===== src/rtl/riscv_alu_issue_pkg.sv =====
// Shared encodings for the ALU issue controller: op codes, condition codes,
// FSM states and the condition-evaluation helper.
package riscv_alu_issue_pkg;

  typedef enum logic [1:0] {
    NONE = 2'b00,
    ADD  = 2'b01,
    SUB  = 2'b10,
    NAND = 2'b11
  } alu_op_e;

  localparam logic [1:0] COND_AL = 2'b00;
  localparam logic [1:0] COND_C  = 2'b01;
  localparam logic [1:0] COND_Z  = 2'b10;

  typedef enum logic [1:0] {
    IDLE = 2'b00,
    EXEC = 2'b01,
    WB   = 2'b10
  } state_e;

  // Condition code 11 behaves like "always".
  function automatic logic cond_pass(input logic [1:0] cond, input logic c, input logic z);
    case (cond)
      COND_C:  return c;
      COND_Z:  return z;
      default: return 1'b1;
    endcase
  endfunction

endpackage


===== src/rtl/riscv_ex_flags.sv =====
// Architectural carry/zero flag registers. Each flag loads its next value
// only when its update enable is high; both clear on reset.
module riscv_ex_flags (
  input  logic clk,
  input  logic rst,
  input  logic c_we,
  input  logic c_next,
  input  logic z_we,
  input  logic z_next,
  output logic flag_c,
  output logic flag_z
);

  // Flag registers with independent update enables
  always_ff @(posedge clk or posedge rst) begin
    if (rst) begin
      flag_c <= 1'b0;
      flag_z <= 1'b0;
    end else begin
      if (c_we) flag_c <= c_next;
      if (z_we) flag_z <= z_next;
    end
  end

endmodule


===== src/rtl/riscv_alu_issue.sv =====
// Execute-stage issue controller in front of riscv_alu. Accepts one
// instruction, drives the ALU for a single EXEC cycle, then holds a
// writeback token until the register file takes it.
//
// Handshakes: a transfer happens on a rising edge where valid and ready are
// both high. in_ready does not depend on in_valid; wb_valid/wb_* stay
// constant while wb_ready is low.
module riscv_alu_issue
  import riscv_alu_issue_pkg::*;
#(
  parameter int RD_W   = 3,
  parameter int DATA_W = 16
) (
  input  logic              clk_i,
  input  logic              rst_i,
  input  logic              in_valid_i,
  output logic              in_ready_o,
  input  logic [1:0]        in_op_i,
  input  logic [1:0]        in_cond_i,
  input  logic              in_cin_sel_i,
  input  logic [RD_W-1:0]   in_rd_i,
  input  logic [DATA_W-1:0] in_a_i,
  input  logic [DATA_W-1:0] in_b_i,
  output logic [1:0]        alu_op_o,
  output logic [DATA_W-1:0] alu_a_o,
  output logic [DATA_W-1:0] alu_b_o,
  output logic              alu_cin_o,
  input  logic              alu_cout_i,
  input  logic [DATA_W-1:0] alu_p_i,
  input  logic [DATA_W-1:0] compare_i,
  output logic              wb_valid_o,
  input  logic              wb_ready_i,
  output logic              wb_we_o,
  output logic [RD_W-1:0]   wb_rd_o,
  output logic [DATA_W-1:0] wb_data_o,
  output logic              flag_c_o,
  output logic              flag_z_o,
  output logic [1:0]        state_dbg
);

  state_e              state_q, state_d;
  alu_op_e             op_q;
  logic [1:0]          cond_q;
  logic                cin_sel_q;
  logic [RD_W-1:0]     rd_q;
  logic [DATA_W-1:0]   a_q, b_q;
  logic                accept;
  logic                exec_pass;
  logic                res_we;
  logic [DATA_W-1:0]   res_data;
  logic                c_we, c_next, z_we, z_next;

  assign in_ready_o = !rst_i && ((state_q == IDLE) || ((state_q == WB) && wb_ready_i));
  assign accept     = in_valid_i && in_ready_o;
  assign wb_valid_o = (state_q == WB);
  assign state_dbg  = state_q;

  // Flags seen here are the values at the start of EXEC, i.e. already
  // updated by the previous instruction.
  assign exec_pass = cond_pass(cond_q, flag_c_o, flag_z_o);

  // State register
  always_ff @(posedge clk_i or posedge rst_i) begin
    if (rst_i) state_q <= IDLE;
    else       state_q <= state_d;
  end

  // Next-state logic: EXEC always lasts one cycle; WB may accept the next
  // instruction in the same cycle the token retires.
  always_comb begin
    state_d = state_q;
    case (state_q)
      IDLE:    if (accept) state_d = EXEC;
      EXEC:    state_d = WB;
      WB:      if (wb_ready_i) state_d = accept ? EXEC : IDLE;
      default: state_d = IDLE;
    endcase
  end

  // Latch the instruction fields on an accepted handshake
  always_ff @(posedge clk_i or posedge rst_i) begin
    if (rst_i) begin
      op_q      <= NONE;
      cond_q    <= COND_AL;
      cin_sel_q <= 1'b0;
      rd_q      <= '0;
      a_q       <= '0;
      b_q       <= '0;
    end else if (accept) begin
      op_q      <= alu_op_e'(in_op_i);
      cond_q    <= in_cond_i;
      cin_sel_q <= in_cin_sel_i;
      rd_q      <= in_rd_i;
      a_q       <= in_a_i;
      b_q       <= in_b_i;
    end
  end

  // ALU drive: only active in EXEC; a failed condition issues NONE
  always_comb begin
    alu_op_o  = NONE;
    alu_a_o   = '0;
    alu_b_o   = '0;
    alu_cin_o = 1'b0;
    if (state_q == EXEC) begin
      alu_op_o  = exec_pass ? op_q : NONE;
      alu_a_o   = a_q;
      alu_b_o   = b_q;
      alu_cin_o = cin_sel_q & flag_c_o;
    end
  end

  // Result selection and flag updates for the instruction in EXEC
  always_comb begin
    res_we   = 1'b0;
    res_data = '0;
    c_we     = 1'b0;
    c_next   = alu_cout_i;
    z_we     = 1'b0;
    z_next   = 1'b0;
    if ((state_q == EXEC) && exec_pass) begin
      case (op_q)
        ADD: begin
          res_we   = 1'b1;
          res_data = alu_p_i;
          c_we     = 1'b1;
          z_we     = 1'b1;
          z_next   = (alu_p_i == '0);
        end
        SUB: begin
          res_data = compare_i;
          z_we     = 1'b1;
          z_next   = (compare_i == '0);
        end
        NAND: begin
          res_we   = 1'b1;
          res_data = alu_p_i;
          z_we     = 1'b1;
          z_next   = (alu_p_i == '0);
        end
        default: ;
      endcase
    end
  end

  // Capture the writeback token at the end of EXEC; held through WB
  always_ff @(posedge clk_i or posedge rst_i) begin
    if (rst_i) begin
      wb_we_o   <= 1'b0;
      wb_rd_o   <= '0;
      wb_data_o <= '0;
    end else if (state_q == EXEC) begin
      wb_we_o   <= res_we;
      wb_rd_o   <= rd_q;
      wb_data_o <= res_data;
    end
  end

  riscv_ex_flags u_flags (
    .clk    (clk_i),
    .rst    (rst_i),
    .c_we   (c_we),
    .c_next (c_next),
    .z_we   (z_we),
    .z_next (z_next),
    .flag_c (flag_c_o),
    .flag_z (flag_z_o)
  );

endmodule


===== config.mk =====
export PLATFORM = sky130hd
export DESIGN_NAME = riscv_alu_issue
export DESIGN_NICKNAME = d
export VERILOG_FILES = /design/src/rtl/riscv_alu_issue_pkg.sv /design/src/rtl/riscv_ex_flags.sv /design/src/rtl/riscv_alu_issue.sv
export SDC_FILE = /design/constraint.sdc
export NUM_CORES = 1
export LEC_CHECK = 0
export ABC_AREA = 1
export CORE_AREA = 2 2 90 92
export DETAILED_ROUTE_END_ITERATION = 6
export DIE_AREA = 0 0 92 94
export PLACE_DENSITY_LB_ADDON = 0.25
export SYNTH_ARGS = -nofsm -noshare
export SYNTH_HDL_FRONTEND = slang
export SYNTH_HIERARCHICAL = 1
export SYNTH_SLANG_ARGS = --single-unit

===== constraint.sdc =====
create_clock -name clk_i -period 2.7 [get_ports clk_i]
set_input_delay 0.54 -clock clk_i [delete_from_list [all_inputs] [get_ports clk_i]]
set_output_delay 0.54 -clock clk_i [all_outputs]
set_load 0.05 [all_outputs]

Word-level counts from Yosys, hierarchy flattened
Index checks and enable logic that the tools add are counted.
- register bits: 64
- input bits: 77
- output and inout port bits: 61
- logic and storage cells: 54
- eq/ne operators: 9
- muxes and demuxes: 20
- bitwise logic cells: 1
- reduce and logical (&&, ||, !) cells: 12
- operators by type and width (operator ; number):
    2-to-1 mux 16 bit ; 3
    logical NOT 16 bit ; 2
    case mux 16 bit (2 select lines) ; 1
    2-to-1 mux 1 bit ; 9
    equality test 2 bit (second input constant) ; 4
    2-to-1 mux 2 bit ; 4
    equality test 2 x 1 -> 1 bit (second input constant) ; 3
    case mux 2 bit (3 select lines) ; 1
    logical AND 1 bit ; 4
    case mux 1 bit (2 select lines) ; 2
    OR reduction 3 bit ; 1
    logical NOT 2 bit ; 1
    != test 2 x 1 -> 1 bit (second input constant) ; 1
    != test 2 bit (second input constant) ; 1
    AND reduction 2 bit ; 1
    OR reduction 2 bit ; 1
    AND 1 bit ; 1
    logical NOT 1 bit ; 1
    logical OR 1 bit ; 1

Depth between registers and ports, before layout
Gate-level depths: netlist (run 1).
- word-level depth: 8
- gate-level depth with buffers: 11

Cells and area by module
Netlist (run 1), hierarchy kept.
- by module, submodules not included (module ; instances ; cells each ; area each (µm²) ; seq. area each (µm²)):
    riscv_alu_issue ; 1 ; 435 ; 3061.7 ; 1551.5
    riscv_ex_flags ; 1 ; 11 ; 83.8 ; 50.0

Worst setup path after synthesis (run 1)
OpenSTA, ideal clock, no wires.
- kind: flip-flop to output port
- start point: register state_q[0], in the netlist state_dbg[0]
- end point: output port alu_a_o[0]
- data arrival time: 1.846 ns
- data required time: 2.160 ns
- slack: 0.314 ns
- cell stages (with the launch flop): 6
- buffers on the path: 1
- path through: dfrtp_1 inv_2 nor2_2 inv_2 clkbuf_1 nor2_1
- word-level cells in the longest chain between the ends: 2
- ends and longest elaborated chain (item ; RTL line ; source):
    from (decl) ; riscv_alu_issue.sv:41 ; state_e state_q, state_d;
    from (signal assigned) ; riscv_alu_issue.sv:65 ; else state_q <= state_d;
    equality test 2 x 1 -> 1 bit ; riscv_alu_issue.sv:105 ; if (state_q == EXEC) begin
    2-to-1 mux 16 bit ; riscv_alu_issue.sv:105 ;
    to (decl) ; riscv_alu_issue.sv:25 ; output logic [DATA_W-1:0] alu_a_o,
Every way passes these cells.

Final worst setup path (run 1)
- start point: register state_q[0], in the netlist state_dbg[0]
- end point: output port alu_a_o[4]
Same word-level chain as after synthesis.

==> impl_results.md, run 1 <==
* Initial drt markers at 90
* Met1 wire length at 3726 um
* Achievable frequency at 0.4189 GHz
* Routed wl met2 at 4060 um
* Fin crit share at 88.40%
* Crit path kind: flip-flop to output pin
* Cts bufs inserted at 9
* Dominant cell type by area after synthesis: dfrtp_1
* Worst Setup End Kind: output pin
* # Max-Cap Violations at 0
* Met3 WL at 399 um
* Area of the mapped netlist at 0.003146 mm2
* Final ANT Viol Nets at 0
* Synth top area share at 50.91%
* Area growth syn-to-layout at 50.32%
* CP startpoint: state_dbg[0]
* HP Class: input pin to asynchronous set/reset pin
* Startpoint types: flip-flop
* Min Hold Slack at 452.1 ps
* Status: finished, final reports clean
* Worst-case reg-to-reg path depth at 11
* Critical Path Max Stage Delay at 420 ps
* Flop2flop setup slack at 1150 ps
* Cts hold-fix bufs at 0
* RR Startpoint: cond_q[0]
* Worst-path clk slew at 70 ps
* Clock root buffer: clkbuf_8
* Setup TNS at 0 ps
* PortBufs at 137
* Tmin final at 2387 ps
* DPL Wire Length at 6124 um
* Reg-to-reg endpoint: u_flags/flag_c
* Power per cell area at 762.1 mW/mm2
* # DRC at 0
* Tot GR Track Use at 20.45%
* Crit path max fanout at 27
* Final Setup Violations at 0
* Antenna Cells at 0
* Leakage at 0.002518 uW
* Netlist cell types at 17
* Mapped Cells at 446
* Top sig layer: met4
* DR vias at 3,063
* I/O pins at 138
* Relative slew margins at 55.48%
* Critical path, cell by cell: inv_2 > nor2_2 > inv_2 > buf_4 > nor2_1 > buf_4
* Place WS at 578.1 ps
* First-pass GRT wire length at 13,860 um
* Syn avg cell area at 7.053 um2
* Top cells by area, synth: dfrtp_1 51%, nand2_1 26%, nor2_1 6.6%
* Die W at 92 um
* Total grt overflow at 0
* Die ar. at 0.008648 mm2
* Clock Sinks at 64
* Actual slew at the worst max-slew pin at 666.9 ps
* CP arrival at 1850 ps
* Starting Density at 41.35%
* Number of gates resized after cts at 0
* Setup crit end: alu_a_o[4]
* RD Place Congestion at 0.8602
* Req. time, crit path at 2160 ps
* Rows at 32
* Vias in the first global route at 3,013
* Core area at 0.007607 mm2
* CTS tree: built
* DR WL/cell at 12.13 um
* H-tree depth at 3
* Final Hold Fails at 0
* Post-DR vias/cell at 4.452
* Syn. warnings at 6
* Post-synthesis sequential area ratio at 50.91%
* Syn_nets at 525
* Nets at 660
* Setup repair bufs after CTS at 0
* Clock latency on the worst-skew pair at 330 ps
* Largest net degree at the start of global routing at 42
* Max IR drop VDD at 578.7 uV
* Final wirelength at 8344 um
* Max clock buf depth at 2
* Yosys reg bits at 64
* Pre-Repair DR Iteration Count at 5
* Initial antenna violation count at 0
* Fin. max-slew vios at 0
* Setup ws final at 313.1 ps
* Overall Power at 3603 uW
* Clock skew at 7.226 ps
* Die Y at 94 um
* Slowest cell on crit path: dfrtp_1
* RSZ-0062 raised after global routing: no
* Layout cell share with drive strength beyond 1 at 10.92%
-- metal layers --
metal / vias up / track usage [%]
met5: - / 0
met4: 0 / 9.826
met3: 13 / 3.852
met2: 93 / 34.93
met1: 1381 / 25.00
li1: 1576 / -
-- per-stage QoR --
stage	instances	utilization (%)	instance area (um2)
final	688	62.15	4728
after floorplan	446	-	3146
after global placement	672	59.34	4514
after CTS	688	62.15	4728
after detailed placement	672	59.34	4514
after global routing	688	62.15	4728
-- critical path, delay by kind of cell (launching register included) --
family / cells / cell delay, ps
flip-flops: 1 / 420
AND/OR/NAND/NOR: 2 / 310
buffers and inverters: 4 / 780
-- kinds of logic after synthesis --
family          Yosys count  synth area share (%)
compound gates           12                 1.949
buf+inv                  76                 10.70
flops                    64                 50.92
simple gates            292                 35.64
fa+ha+maj                 2                0.7954
-- cell usage in the layout (no fill, tap or decap) --
| master | n |
|---|---|
| o22ai_1 | 1 |
| dfrtp_1 | 64 |
| nand2_2 | 1 |
| inv_2 | 7 |
| inv_1 | 50 |
| clkbuf_8 | 10 |
| nor2_2 | 1 |
| bufinv_16 | 2 |
| nor2_1 | 55 |
| clkdlybuf4s50_1 | 101 |
| or2_1 | 1 |
| o21ai_0 | 8 |
| ha_1 | 2 |
| nand3_1 | 14 |
| clkinv_2 | 1 |
| nand2_1 | 220 |
| clkbuf_1 | 3 |
| buf_4 | 39 |
| a21oi_1 | 3 |
| buf_12 | 3 |
-- Yosys cell counts, drive strengths merged --
cell type,number
dfrtp,64
o22ai,1
ha,2
o21ai,8
nand3,14
nor2,56
inv,57
nand2,221
buf,11
a21oi,3
clkbuf,8
or2,1
-- worst min path at each step --
| stage | slack [ps] | cells after the start | from | endpoint |
|---|---|---|---|---|
| after floorplan | 280 | 1 | rst_i | u_flags/flag_c |
| after global placement | 460 | 2 | wb_data_o[4] | wb_data_o[4] |
| after detailed placement | 460 | 2 | b_q[3] | b_q[3] |
| after CTS | 440 | 2 | rst_i | u_flags/flag_c |
| after global routing | 450 | 2 | rst_i | u_flags/flag_c |
| final | 450 | 2 | rst_i | u_flags/flag_c |
-- final cells by class --
class                           instances  area, um2
Fill cell                             704       2879
Sequential cell                        64       1602
Timing Repair Buffer                  143       1364
Multi-Input combinational cell        306       1207
Inverter                               57      214.0
Clock buffer                           13      148.9
Tap cell                              102      127.6
Clock inverter                          3      65.06
-- state kept, by name (all words and copies together) (netlist names) --
signal,count
a_q,16
b_q,16
cin_sel_q,1
cond_q,2
op_q,2
rd_q,3
state_dbg,2
u_flags/flag_c,1
u_flags/flag_z,1
wb_data_o,16
wb_rd_o,3
wb_we_o,1
-- where the power goes --
part / total (uW) / internal, uW / leakage (uW) / switching, uW
registers: 1330 / 1180 / 0.000810 / 147
logic: 1370 / 485 / 0.00160 / 884
clock network: 903 / 545 / 0.000108 / 358
total: 3600 / 2210 / 0.00252 / 1390
Note: power is estimated with default switching activity, not from simulation.
==> inputs of run 2 (changes only) <==
- MAX_ROUTING_LAYER: not set -> met4
==> run 2 against run 1 <==
Against the previous run:
- non-clock buffer count rose by 1
- global-route usage rose by 0.092 points
- total power fell by 7.1%
- critical path depth did not move
- clock-buffer cell count fell by 2
- worst setup slack improved by 38 ps
- cell area fell by 1.4%
- routed wire length fell by 2.2%
- first-iteration DRC count rose by 11%
- critical path type unchanged
- sequential power barely moved
- hold slack improved by 7.3 ps
==> impl_results.md, run 2 (synthesis gave the netlist of run 1 again) <==
* Setup TNS at 0 ps
* Power Internal at 1991 uW
* Req. time, crit path at 2160 ps
* Crit path max fanout at 27
* Tmin final at 2349 ps
* Largest net degree at the start of global routing at 42
* Rows at 32
* Cts bufs inserted at 9
* Number of gates resized after cts at 0
* Setup repair bufs after CTS at 0
* Clock skew at 4.020 ps
* DPL Wire Length at 6170 um
* Sequential group share of total power at 39.6%
* CTS tree: built
* Overall Power at 3348 uW
* I/O pins at 138
* Placed Area at 0.004509 mm2
* RD Place Congestion at 0.8784
* Max IR drop VDD at 426.8 uV
* Reg-to-reg endpoint: u_flags/flag_z
* Largest regs: a_q (16), b_q (16), wb_data_o (16)
* Vias in the first global route at 3,066
* Max clock buf depth at 2
* Status: finished, final reports clean
* Power per cell area at 718.1 mW/mm2
* DR WL/cell at 11.86 um
* Die Y at 94 um
* Nets at 661
* Clock root buffer: clkbuf_8
* Area growth syn-to-layout at 48.25%
* Startpoint types: flip-flop
* DR vias at 3,100
* Die ar. at 0.008648 mm2
* Starting Density at 41.35%
* Initial drt markers at 100
* Clock latency on the worst-skew pair at 330 ps
* Min Hold Slack at 459.4 ps
* Most frequent cells in the layout: 220 x nand2_1, 101 x clkdlybuf4s50_1, 64 x dfrtp_1
* Initial antenna violation count at 0
* Layout cell share with drive strength beyond 1 at 11.09%
* Post-route cell area at 0.004663 mm2
* CP arrival at 1810 ps
* Final Setup Violations at 0
* Final ANT Viol Nets at 0
* Actual slew at the worst max-slew pin at 677.5 ps
* Fin crit share at 87.01%
* Achievable frequency at 0.4257 GHz
* Commonest non-fill, non-tap cell in the layout: nand2_1
* Total grt overflow at 0
* Worst-path clk slew at 60 ps
* H-tree depth at 3
* Fin. max-slew vios at 0
* Final core area utilization at 61.30%
* First-pass GRT wire length at 13,690 um
* Comb pwr share at 40.7%
* Switching pwr at 1358 uW
* # Max-Cap Violations at 0
* Pre-Repair DR Iteration Count at 4
* RR Startpoint: op_q[0]
* Core area at 0.007607 mm2
* # DRC at 0
* Worst-case reg-to-reg path depth at 9
* Switching share of power at 40.55%
* PortBufs at 137
* Final wirelength at 8162 um
* Clock Sinks at 64
* Cts hold-fix bufs at 0
* Die W at 92 um
* Tot GR Track Use at 20.55%
* Post-DR vias/cell at 4.506
* Worst Setup End Kind: output pin
* Antenna Cells at 0
* Clock power share at 19.7%
* HP Class: input pin to asynchronous set/reset pin
* Crit path kind: flip-flop to output pin
* Final Hold Fails at 0
* RSZ-0062 raised after global routing: no
* Leakage at 0.002490 uW
* Relative slew margins at 54.77%
* Flop2flop setup slack at 1140 ps
run 2: changes by cell type in the layout (fill, tap and decap cells not counted), sizes merged:
cell	change
clkinvlp	+1
bufinv	-2
clkbuf	-2
buf	+1
clkinv	+2
run 2: cell type report:
type | instances | area, um2
inverters | 57 | 214.0
clock inverters | 4 | 22.52
repair buffers | 144 | 1359
clock buffers | 11 | 131.4
fillers | 718 | 2944
well taps | 102 | 127.6
multi-input cells | 306 | 1207
flip-flops and latches | 64 | 1602
run 2: how the worst max path moves through the flow:
stage                            start    endpoint  slack (ps)  depth (start not counted)
after global routing      state_dbg[0]  alu_a_o[4]         170                          6
after floorplan           state_dbg[0]  alu_a_o[0]         310                          5
after global placement           rst_i   cond_q[1]         630                          8
after CTS                 state_dbg[0]  alu_a_o[3]         310                          6
after detailed placement         rst_i     op_q[0]         610                          8
final                     state_dbg[0]  alu_a_o[3]         350                          6
run 2: power groups by stage:
stage / registers, uW / clock network [uW] / logic, uW
floorplan: 1700 / 0 / 507
detailed placement: 1350 / 0 / 1370
global route: 1360 / 721 / 1480
CTS: 1330 / 684 / 1370
global placement: 1340 / 0 / 1360
finish: 1330 / 660 / 1360
run 2: metal layers:
| metal | GRT usage [%] | part of all wire [%] | wire [um] |
|---|---|---|---|
| met1 | 25.71 | 45 | 3708 |
| met2 | 32.90 | 48 | 3923 |
| met3 | 3.451 | 4.7 | 384 |
| met4 | 9.577 | 1.8 | 146 |
| met5 | - | 0 | 0 |
run 2: metrics by stage:
step | cells | worst slack, ps
4_1_cts | 688 | 311.7
3_5_place_dp | 673 | 611.2
5_1_grt | 688 | 173.5
6_report | 688 | 350.7
3_3_place_gp | 673 | 628.2
2_1_floorplan | 446 | 314.2
run 2: critical path, stage by stage, from the launching register on:
cell	delay, ps
dfrtp_1	420
inv_2	50
nor2_2	190
inv_2	240
buf_4	260
nor2_1	100
buf_4	210
